**config.mk**
```make
export PLATFORM = sky130hd
export DESIGN_NAME = ram_dp_sync
export DESIGN_NICKNAME = d
export VERILOG_FILES = /design/src/rtl/ram_dp_sync.sv
export SDC_FILE = /design/constraint.sdc
export NUM_CORES = 1
export LEC_CHECK = 0
export CAP_MARGIN = 10
export CORE_UTILIZATION = 45
export DETAILED_ROUTE_END_ITERATION = 10
export GPL_TIMING_DRIVEN = 0
export PLACE_DENSITY = 0.77
export SYNTH_ARGS = -nofsm -noshare
export SYNTH_HDL_FRONTEND = slang
export SYNTH_SLANG_ARGS = --single-unit
```
**constraint.sdc**
```tcl
create_clock -name clk -period 1.5 [get_ports clk]
set_input_delay 0.3 -clock clk [delete_from_list [all_inputs] [get_ports clk]]
set_output_delay 0.3 -clock clk [all_outputs]
set_load 0.1 [all_outputs]
```
**src/rtl/ram_dp_sync.sv**
```systemverilog
// ram_dp_sync: simple dual-port synchronous RAM (one write port, one read
// port, single clock) with per-lane write enables, a selectable
// read-during-write collision mode, a registered read-valid flag and a
// hardware init sweep that writes INIT_VAL to every word after reset or clr.
module ram_dp_sync #(
    parameter int               WIDTH    = 8,
    parameter int               LANE_W   = 8,
    parameter int               ADDR_W   = 3,
    parameter int               RD_MODE  = 0,
    parameter logic [WIDTH-1:0] INIT_VAL = {WIDTH{1'b0}}
) (
    input  logic                      clk,
    input  logic                      rst_n,
    input  logic                      clr,
    input  logic                      we,
    input  logic [WIDTH/LANE_W-1:0]   wr_be,
    input  logic [ADDR_W-1:0]         wr_addr,
    input  logic [WIDTH-1:0]          wr_data,
    input  logic                      rd_en,
    input  logic [ADDR_W-1:0]         rd_addr,
    output logic [WIDTH-1:0]          rd_data,
    output logic                      rd_valid,
    output logic                      busy
);

    localparam int                NLANE    = WIDTH / LANE_W;
    localparam int                DEPTH    = 2 ** ADDR_W;
    localparam logic [ADDR_W-1:0] PTR_LAST = ADDR_W'(DEPTH - 1);
    localparam logic [ADDR_W-1:0] PTR_ZERO = {ADDR_W{1'b0}};
    localparam logic [ADDR_W-1:0] PTR_ONE  = ADDR_W'(1);

    localparam logic [0:0] ST_INIT  = 1'b0;
    localparam logic [0:0] ST_READY = 1'b1;

    // Replace the lanes of old_w selected by be with the matching lanes of new_w.
    function automatic logic [WIDTH-1:0] lane_merge(
        input logic [WIDTH-1:0] old_w,
        input logic [WIDTH-1:0] new_w,
        input logic [NLANE-1:0] be
    );
        logic [WIDTH-1:0] res;
        res = old_w;
        for (int i = 0; i < NLANE; i++) begin
            if (be[i]) begin
                res[i*LANE_W +: LANE_W] = new_w[i*LANE_W +: LANE_W];
            end else begin
                res[i*LANE_W +: LANE_W] = old_w[i*LANE_W +: LANE_W];
            end
        end
        return res;
    endfunction

    logic [WIDTH-1:0]  mem_r [DEPTH];
    logic [0:0]        state_r;
    logic [ADDR_W-1:0] ptr_r;

    logic              accept_s;
    logic              wr_fire_s;
    logic              rd_fire_s;
    logic              collide_s;
    logic [WIDTH-1:0]  merged_s;
    logic [WIDTH-1:0]  rd_word_s;
    logic              mem_we_s;
    logic [ADDR_W-1:0] mem_waddr_s;
    logic [WIDTH-1:0]  mem_wdata_s;

    // Port request qualification, lane merge and read-during-write selection.
    always_comb begin
        accept_s  = (state_r == ST_READY) && !clr;
        wr_fire_s = accept_s && we;
        rd_fire_s = accept_s && rd_en;
        collide_s = wr_fire_s && (wr_addr == rd_addr);
        merged_s  = lane_merge(mem_r[wr_addr], wr_data, wr_be);
        if (collide_s && (RD_MODE == 1)) begin
            rd_word_s = merged_s;
        end else begin
            rd_word_s = mem_r[rd_addr];
        end
    end

    // Array write source: the init sweep owns the port while not READY.
    always_comb begin
        mem_we_s    = 1'b0;
        mem_waddr_s = wr_addr;
        mem_wdata_s = merged_s;
        if (state_r == ST_INIT) begin
            mem_we_s    = 1'b1;
            mem_waddr_s = ptr_r;
            mem_wdata_s = INIT_VAL;
        end else begin
            mem_we_s    = wr_fire_s;
            mem_waddr_s = wr_addr;
            mem_wdata_s = merged_s;
        end
    end

    // Storage array; contents are deliberately not reset, the sweep clears them.
    always_ff @(posedge clk) begin
        if (mem_we_s) begin
            mem_r[mem_waddr_s] <= mem_wdata_s;
        end
    end

    // Control FSM, sweep pointer and registered read outputs.
    always_ff @(posedge clk or negedge rst_n) begin
        if (!rst_n) begin
            state_r  <= ST_INIT;
            ptr_r    <= PTR_ZERO;
            busy     <= 1'b1;
            rd_valid <= 1'b0;
            rd_data  <= {WIDTH{1'b0}};
        end else begin
            case (state_r)
                ST_INIT: begin
                    rd_valid <= 1'b0;
                    if (clr) begin
                        ptr_r <= PTR_ZERO;
                    end else if (ptr_r == PTR_LAST) begin
                        ptr_r   <= PTR_ZERO;
                        state_r <= ST_READY;
                        busy    <= 1'b0;
                    end else begin
                        ptr_r <= ptr_r + PTR_ONE;
                    end
                end
                ST_READY: begin
                    if (clr) begin
                        state_r  <= ST_INIT;
                        ptr_r    <= PTR_ZERO;
                        busy     <= 1'b1;
                        rd_valid <= 1'b0;
                    end else begin
                        rd_valid <= rd_fire_s;
                        if (rd_fire_s) begin
                            rd_data <= rd_word_s;
                        end
                    end
                end
                default: begin
                    state_r  <= ST_INIT;
                    ptr_r    <= PTR_ZERO;
                    busy     <= 1'b1;
                    rd_valid <= 1'b0;
                end
            endcase
        end
    end

endmodule

```
==> results of run 1 <==
## report_power, final
part | switching [W] | internal (W) | total, W
Combinational | 0.000619 | 0.000323 | 0.000942
Sequential | 0.0000673 | 0.00246 | 0.00253
Clock | 0.000766 | 0.00110 | 0.00186
Total | 0.00145 | 0.00388 | 0.00534
## worst max-delay path: cells and delay by family, from the launching register on
family          cells  cell delay, ns
flops               1            0.45
simple gates        1            0.07
buf+inv             3            0.44
compound gates      1            0.32
## state kept, by name (all words and copies together), names as in the netlist
register	flops
mem_r	64
rd_data	8
ptr_r	3
busy	1
rd_valid	1
state_r	1
## per-stage QoR
step	util	setup TNS (ns)
3_5_place_dp	0.513	-129.71
3_3_place_gp	0.513	-119.97
6_report	0.589	-0.102
5_1_grt	0.589	-1.46
2_1_floorplan	-	-2.40
4_1_cts	0.583	0
## final timing paths
kind	from	to	slack [ns]	depth (start not counted)
max in group asynchronous	rst_n	state_r$_DFF_PN0_	0.70	1
min	rst_n	ptr_r[2]$_DFFE_PN0P_	0.35	1
min reg2reg	rd_data[4]$_DFFE_PN0P_	rd_data[4]$_DFFE_PN0P_	0.48	2
min in group clk	clr	ptr_r[1]$_DFFE_PN0P_	0.44	2
max	state_r$_DFF_PN0_	mem_r[5][7]$_DFFE_PP_	-0.01	5
max reg2reg	state_r$_DFF_PN0_	mem_r[5][7]$_DFFE_PP_	-0.01	5
## kinds of logic after synthesis
group	count (synthesis)	share of synthesized area
mux	66	0.193
simple gates	43	0.0482
fa+ha+maj	2	0.00655
flops	78	0.595
buf+inv	22	0.0406
compound gates	65	0.117
## final cells by class
class | instances | area (sq um)
plain buffers | 15 | 143
clock buffers | 9 | 124
clock inverters | 7 | 113
fillers | 634 | 3370
inverters | 5 | 18.8
multi-input cells | 176 | 1650
flip-flops and latches | 78 | 2280
well taps | 105 | 131
repair buffers | 41 | 383
## repair_timing
item | CTS | global route
cloned | 0 | 0
gates resized for setup | 108 | 10
pin swaps | 9 | 7
endpoints found under the setup margin | 146 | 97
endpoints found under the hold margin | 0 | 0
setup buffers | 14 | 1
## routing by layer
| metal | share of wire | vias to the layer above | global-route usage |
|---|---|---|---|
| met3 | 0.073 | 36 | 0.0340 |
| met2 | 0.51 | 140 | 0.400 |
| li1 | - | 1171 | - |
| met1 | 0.37 | 1315 | 0.276 |
| met4 | 0.040 | 0 | 0.131 |
| met5 | 0 | - | 0 |
## cells in the final DEF (no fill, tap or decap), drive strengths merged
cell and instances:
a22o 8, ha 2, dfstp 1, a21oi 9
dfrtp 13, o22ai 8, clkbuf 11, mux2i 18
clkdlybuf4s50 13, a22oi 12, o31ai 8, bufinv 3
edfxtp 64, nand2b 1, nor2 17, a21boi 1
nor2b 5, a31oi 9, dlygate4sd2 2, and2 1
clkinv 4, a32oi 1, clkdlybuf4s15 1, o21ai 8
nor3 1, inv 5, nand2 17, o22a 1
nand3b 1, mux2 48, buf 38
==> metrics.log, run 1 <==
INFO  metric synthTopCellsByCount = edfxtp_1 (64), mux2_2 (31), mux2i_1 (18)
INFO  metric async_reset_ff_frac = 0.179
INFO  metric endpoint_kind_of_the_worst_setup_timing_path = register
INFO  metric synth.yosys.seq_area_share = 0.595
INFO  metric fraction_of_layout_cells_with_a_size_suffix_above_1 = 0.366
INFO  metric synth.top_cells.by_area = edfxtp_1 (50%), mux2_2 (9.1%), dfrtp_1 (8.5%), mux2i_1 (4.7%), mux2_1 (3.8%)
INFO  metric fmax = 660 MHz
INFO  metric hpwlAfterDp = 6100 microns
INFO  metric ctsRootBufferMaster = clkbuf_8
INFO  metric clockBufferDepth = 2
INFO  metric place.port_buffers = 26
INFO  metric failed_checks = negative setup slack
INFO  metric detail-route-antenna-nets = 0
INFO  metric crit_chain = buf_6, buf_6, a22oi_2, nor2_4, buf_4
INFO  metric path_max_fanout = 6
INFO  metric grt_pass1_wl = 14,500 microns
INFO  metric detail_route.wirelength = 9640 microns
INFO  metric final.setup.worst_slack = -0.0148 ns
INFO  metric postSynthCellCount = 276
INFO  metric antenna_violations_before_repair = 0
INFO  metric unique_masters_post_synth = 34
INFO  metric post_drt_wl_per_cell = 22.1 microns
INFO  metric design_area = 0.00484 sq mm
INFO  metric ctsHoldBuffers = 0
INFO  metric synth_ff_type = edfxtp_1
INFO  metric cts_made_buffers = 9
INFO  metric rsz0062_at_grt = yes
INFO  metric routabilityCongestion = 0.817
INFO  metric synth_largest_type_area_fraction = 0.503
INFO  metric gr-usage-all-layers = 0.232
INFO  metric required = 1.62 ns
INFO  metric worstSkewPairLatency = 0.35 ns
INFO  metric layout-area-overhead-vs-synth = 26.8%
INFO  metric synth.yosys.warnings = 0
INFO  metric synth-edff-count = 64
INFO  metric clock_skew = 0.00916 ns
INFO  metric stdcell_count = 436
INFO  metric yosys.cell_count.top_type = edfxtp_1
INFO  metric core_area = 0.00822 sq mm
INFO  metric run_status = finished, violations left
INFO  metric synth_area = 0.00382 sq mm
INFO  metric max_cap_violations = 0
INFO  metric number_of_global_route_vias_before_repair = 2,762
INFO  metric hold_ws = 0.349 ns
INFO  metric drt_drc_violations_left = 0
INFO  metric detail_route.first_pass.iterations = 5
INFO  metric startpoint_type = register
INFO  metric critPathSlowestCell = dfrtp_2
INFO  metric postSynthAreaPerCell = 13.8 sq um
INFO  metric most_frequent_cell_on_the_critical_path = buf_6
INFO  metric synth-seq-cells = 78
INFO  metric postPlaceCellArea = 0.00421 sq mm
INFO  metric synth_top_area_cell = edfxtp_1
INFO  metric dr.first_iter.drc_count = 249
INFO  metric floorplan.rows = 33
INFO  metric maximum_resistive_drop_on_vdd = 712 uV
INFO  metric floorplan.io_pins = 30
INFO  metric floorplan_die_area = 0.00886 sq mm
INFO  metric chipWidth = 94.1 microns
INFO  metric path_class = reg -> reg
INFO  metric antenna_cells_inserted = 0
INFO  metric cts_tree = yes
INFO  metric syn_nets = 298
INFO  metric clock-sinks = 78
INFO  metric min-delay-path-class = in -> async
INFO  metric layout_worst_path_cycle_share = 1.01
INFO  metric timing.critical_path.arrival = 1.63 ns
INFO  metric routed-via-count = 2,662
INFO  metric power.leakage = 1.77 nW
INFO  metric total_grt_overflow = 0
INFO  metric clk_transition_reported_paths = 0.08 ns
INFO  metric cts.htree.levels = 3
INFO  metric report.power.total = 0.00534 W
INFO  metric hold_viol = 0
INFO  metric initial_core_utilization = 0.465
INFO  metric post_drt_via_cell_ratio = 6.11
INFO  metric timing.critical_path.slowest_cell_delay = 0.45 ns
INFO  metric total_count_of_max_transition_violations_in_the_final_report = 0
INFO  metric worst_pin_slew = 0.647 ns
INFO  metric min_period = 1.51 ns
INFO  metric timing.slew.headroom = 0.567
INFO  metric dp_slack = -1.17 ns
INFO  metric total_placed_cells_including_tap_cells = 407
INFO  metric fin_nets = 348
INFO  metric power_per_cell_area = 1100 mW/mm^2
INFO  metric die_height = 94.1 microns
INFO  metric largest_net_degree_at_the_start_of_global_routing = 15
INFO  metric setup_viol = 8
Note: power is estimated with default switching activity, not from simulation.
==> run 2: changes to the inputs <==
--- a/config.mk
+++ b/config.mk
@@ -9,7 +9,7 @@
 export CORE_UTILIZATION = 45
 export DETAILED_ROUTE_END_ITERATION = 10
 export GPL_TIMING_DRIVEN = 0
-export PLACE_DENSITY = 0.77
+export PLACE_DENSITY = 0.74
 export SYNTH_ARGS = -nofsm -noshare
 export SYNTH_HDL_FRONTEND = slang
 export SYNTH_SLANG_ARGS = --single-unit
==> constraint.sdc (replaced) <==
create_clock -name clk -period 1.6 [get_ports clk]
set_input_delay 0.32 -clock clk [delete_from_list [all_inputs] [get_ports clk]]
set_output_delay 0.32 -clock clk [all_outputs]
set_load 0.1 [all_outputs]
==> run 2 against run 1 <==
- the run now ends clean
- routed wire length rose by 0.93%
- clock power down 11%
- worst hold slack got worse by 0.018 ns
- count of clock-buffer cells in the layout up 3
- register-to-register slack gained 0.10 ns
- flip-flop and latch count unchanged
- largest power group unchanged
==> metrics.log, run 2 (same netlist as run 1, synthesis figures left out) <==
INFO  metric antenna_violations_before_repair = 0
INFO  metric most-common-layout-cells = edfxtp_1 (64), mux2_2 (31), mux2i_1 (18), nand2_1 (17)
INFO  metric ctsRootBufferMaster = clkbuf_8
INFO  metric required = 1.28 ns
INFO  metric sw_frac_of_total = 0.283
INFO  metric dr.first_iter.drc_count = 164
INFO  metric crit_chain = clkdlybuf4s18_2
INFO  metric place.port_buffers = 26
INFO  metric largest_net_degree_at_the_start_of_global_routing = 15
INFO  metric utilization = 0.591
INFO  metric largest_register = mem_r
INFO  metric clockBufferDepth = 2
INFO  metric hold_ws = 0.331 ns
INFO  metric clock-sinks = 78
INFO  metric cts.htree.levels = 3
INFO  metric path_max_fanout = 2
INFO  metric final-seq-area = 0.00227 sq mm
INFO  metric number_of_global_route_vias_before_repair = 2,782
INFO  metric global_route.peak_usage_layer = met2
INFO  metric routabilityCongestion = 0.814
INFO  metric rsz0062_at_grt = no
INFO  metric cts_made_buffers = 9
INFO  metric fin_nets = 345
INFO  metric clk_transition_reported_paths = 0.08 ns
INFO  metric endpoint_kind_of_the_worst_setup_timing_path = output port
INFO  metric core_area = 0.00822 sq mm
INFO  metric grt_pass1_wl = 14,700 microns
INFO  metric detail_route.first_pass.iterations = 5
INFO  metric detail-route-antenna-nets = 0
INFO  metric die_height = 94.1 microns
INFO  metric gr-usage-met2 = 0.414
INFO  metric floorplan.rows = 33
INFO  metric drt_drc_violations_left = 0
INFO  metric pwr-share-seq = 0.482
INFO  metric timing.slew.headroom = 0.540
INFO  metric run_status = finished, final reports clean
INFO  metric timing.critical_path.arrival = 1.24 ns
INFO  metric setup_viol = 0
INFO  metric multi_input_area = 0.00167 sq mm
INFO  metric fmax = 642 MHz
INFO  metric power_per_cell_area = 1010 mW/mm^2
INFO  metric floorplan.io_pins = 30
INFO  metric worstSkewPairLatency = 0.35 ns
INFO  metric timing.critical_path.slowest_cell_delay = 0.54 ns
INFO  metric chipWidth = 94.1 microns
INFO  metric clkPwrFrac = 0.338
INFO  metric initial_core_utilization = 0.465
INFO  metric mostFrequentLayoutCell = edfxtp_1
INFO  metric total_grt_overflow = 0
INFO  metric cts_tree = yes
INFO  metric largest_registers = mem_r x64, rd_data x8, ptr_r x3
INFO  metric max_cap_violations = 0
INFO  metric post_drt_wl_per_cell = 22.5 microns
INFO  metric layout.filler_cells = 640
INFO  metric switching_component_of_the_power = 0.00139 W
INFO  metric floorplan_die_area = 0.00886 sq mm
INFO  metric grt_use_met1 = 0.271
INFO  metric layout-area-overhead-vs-synth = 27.2%
INFO  metric critPathSlowestCell = clkdlybuf4s18_2
INFO  metric internal-power = 0.00353 W
INFO  metric fraction_of_layout_cells_with_a_size_suffix_above_1 = 0.369
INFO  metric largest_register_ff_count = 64
INFO  metric worst_path_dominant_cell_family = buffers and inverters
INFO  metric gr-usage-all-layers = 0.238
INFO  metric path_buf_inv = 1
INFO  metric post_drt_via_cell_ratio = 6.16
INFO  metric total_count_of_max_transition_violations_in_the_final_report = 0
INFO  metric detail_route.wirelength = 9730 microns
INFO  metric global_route.usage.met3 = 0.0591
INFO  metric routed-via-count = 2,668
INFO  metric clock_skew = 0.00780 ns
INFO  metric path_class = reg -> out
INFO  metric power.combinational.fraction = 0.180
INFO  metric antenna_cells_inserted = 0
INFO  metric min_period = 1.56 ns
INFO  metric startpoint_type = register
INFO  metric hpwlAfterDp = 6200 microns
INFO  metric layout_worst_path_cycle_share = 0.974
INFO  metric hold_viol = 0
INFO  metric maximum_resistive_drop_on_vdd = 592 uV
INFO  metric worst_pin_slew = 0.688 ns
INFO  metric min-delay-path-class = in -> reg
INFO  metric power.leakage = 1.77 nW
==> run 2: changes by cell type in the layout (fill, tap and decap cells not counted), moves of 2 or more <==
cell / before / now
buf_6: 12 / 6
buf_2: 11 / 6
a22oi_1: 8 / 4
a22oi_2: 4 / 8
clkdlybuf4s18_2: 0 / 3
dlymetal6s2s_1: 0 / 3
bufinv_16: 3 / 1
clkbuf_16: 0 / 2
clkdlybuf4s15_2: 0 / 2
dlygate4sd2_1: 2 / 0
==> run 2: path summary, 6_finish.rpt <==
path                                   startpoint                endpoint  slack, ns  cells past startpoint
setup / recovery           rd_data[1]$_DFFE_PN0P_              rd_data[1]       0.04                      1
hold / removal                                clr       state_r$_DFF_PN0_       0.33                      2
setup reg to reg                state_r$_DFF_PN0_   mem_r[4][5]$_DFFE_PP_       0.09                      5
hold reg to reg            rd_data[1]$_DFFE_PN0P_  rd_data[1]$_DFFE_PN0P_       0.48                      2
max in group asynchronous                   rst_n       state_r$_DFF_PN0_       0.76                      1
min in group asynchronous                   rst_n    ptr_r[2]$_DFFE_PN0P_       0.37                      1
==> run 2: per-layer routing <==
metal | wire (microns) | vias to the layer above
met1 | 3600 | 1323
li1 | - | 1162
met2 | 4930 | 152
met3 | 838 | 31
met4 | 363 | 0
met5 | 0 | -
==> run 2: worst register-to-register path, cell delays in order, from the launching register on <==
cell,delay [ns]
dfrtp_2,0.46
buf_6,0.17
nor2_2,0.16
a22oi_2,0.12
nor2_4,0.14
buf_4,0.17
==> run 2: cell type report <==
| type | count | area share |
|---|---|---|
| Buffer | 15 | 0.0307 |
| Clock buffer | 12 | 0.0366 |
| Clock inverter | 4 | 0.0106 |
| Inverter | 5 | 0.00386 |
| Multi-Input combinational cell | 176 | 0.344 |
| Sequential cell | 78 | 0.468 |
| Tap cell | 105 | 0.0270 |
| Timing Repair Buffer | 38 | 0.0793 |
==> run 2: power groups by stage <==
| stage | logic [W] | clock network, W | registers [W] |
|---|---|---|---|
| finish | 0.000886 | 0.00166 | 0.00237 |
| global route | 0.000930 | 0.00174 | 0.00239 |
| CTS | 0.000875 | 0.00165 | 0.00237 |
| detailed placement | 0.000776 | 0 | 0.00241 |
| global placement | 0.000766 | 0 | 0.00241 |
| floorplan | 0.000338 | 0 | 0.00261 |
==> run 2: per-stage QoR <==
stage	setup TNS, ns	cells	total power [W]	instance area, sq um	setup WS [ns]
final	0	433	0.00492	4860	0.0414
after global routing	0	433	0.00506	4860	0.00745
after CTS	0	433	0.00490	4830	0.000353
after detailed placement	-119.28	407	0.00319	4210	-1.10
after global placement	-110.61	407	0.00317	4210	-1.02
after floorplan	0	276	0.00295	3820	0.0285
==> run 2: what timing repair did <==
item                       CTS  global route
hold buffers                 0             0
setup endpoints to repair  139            82
gates resized for setup     90            19
pin swaps                    9             2
buffers inserted            11             0
cloned                       0             1
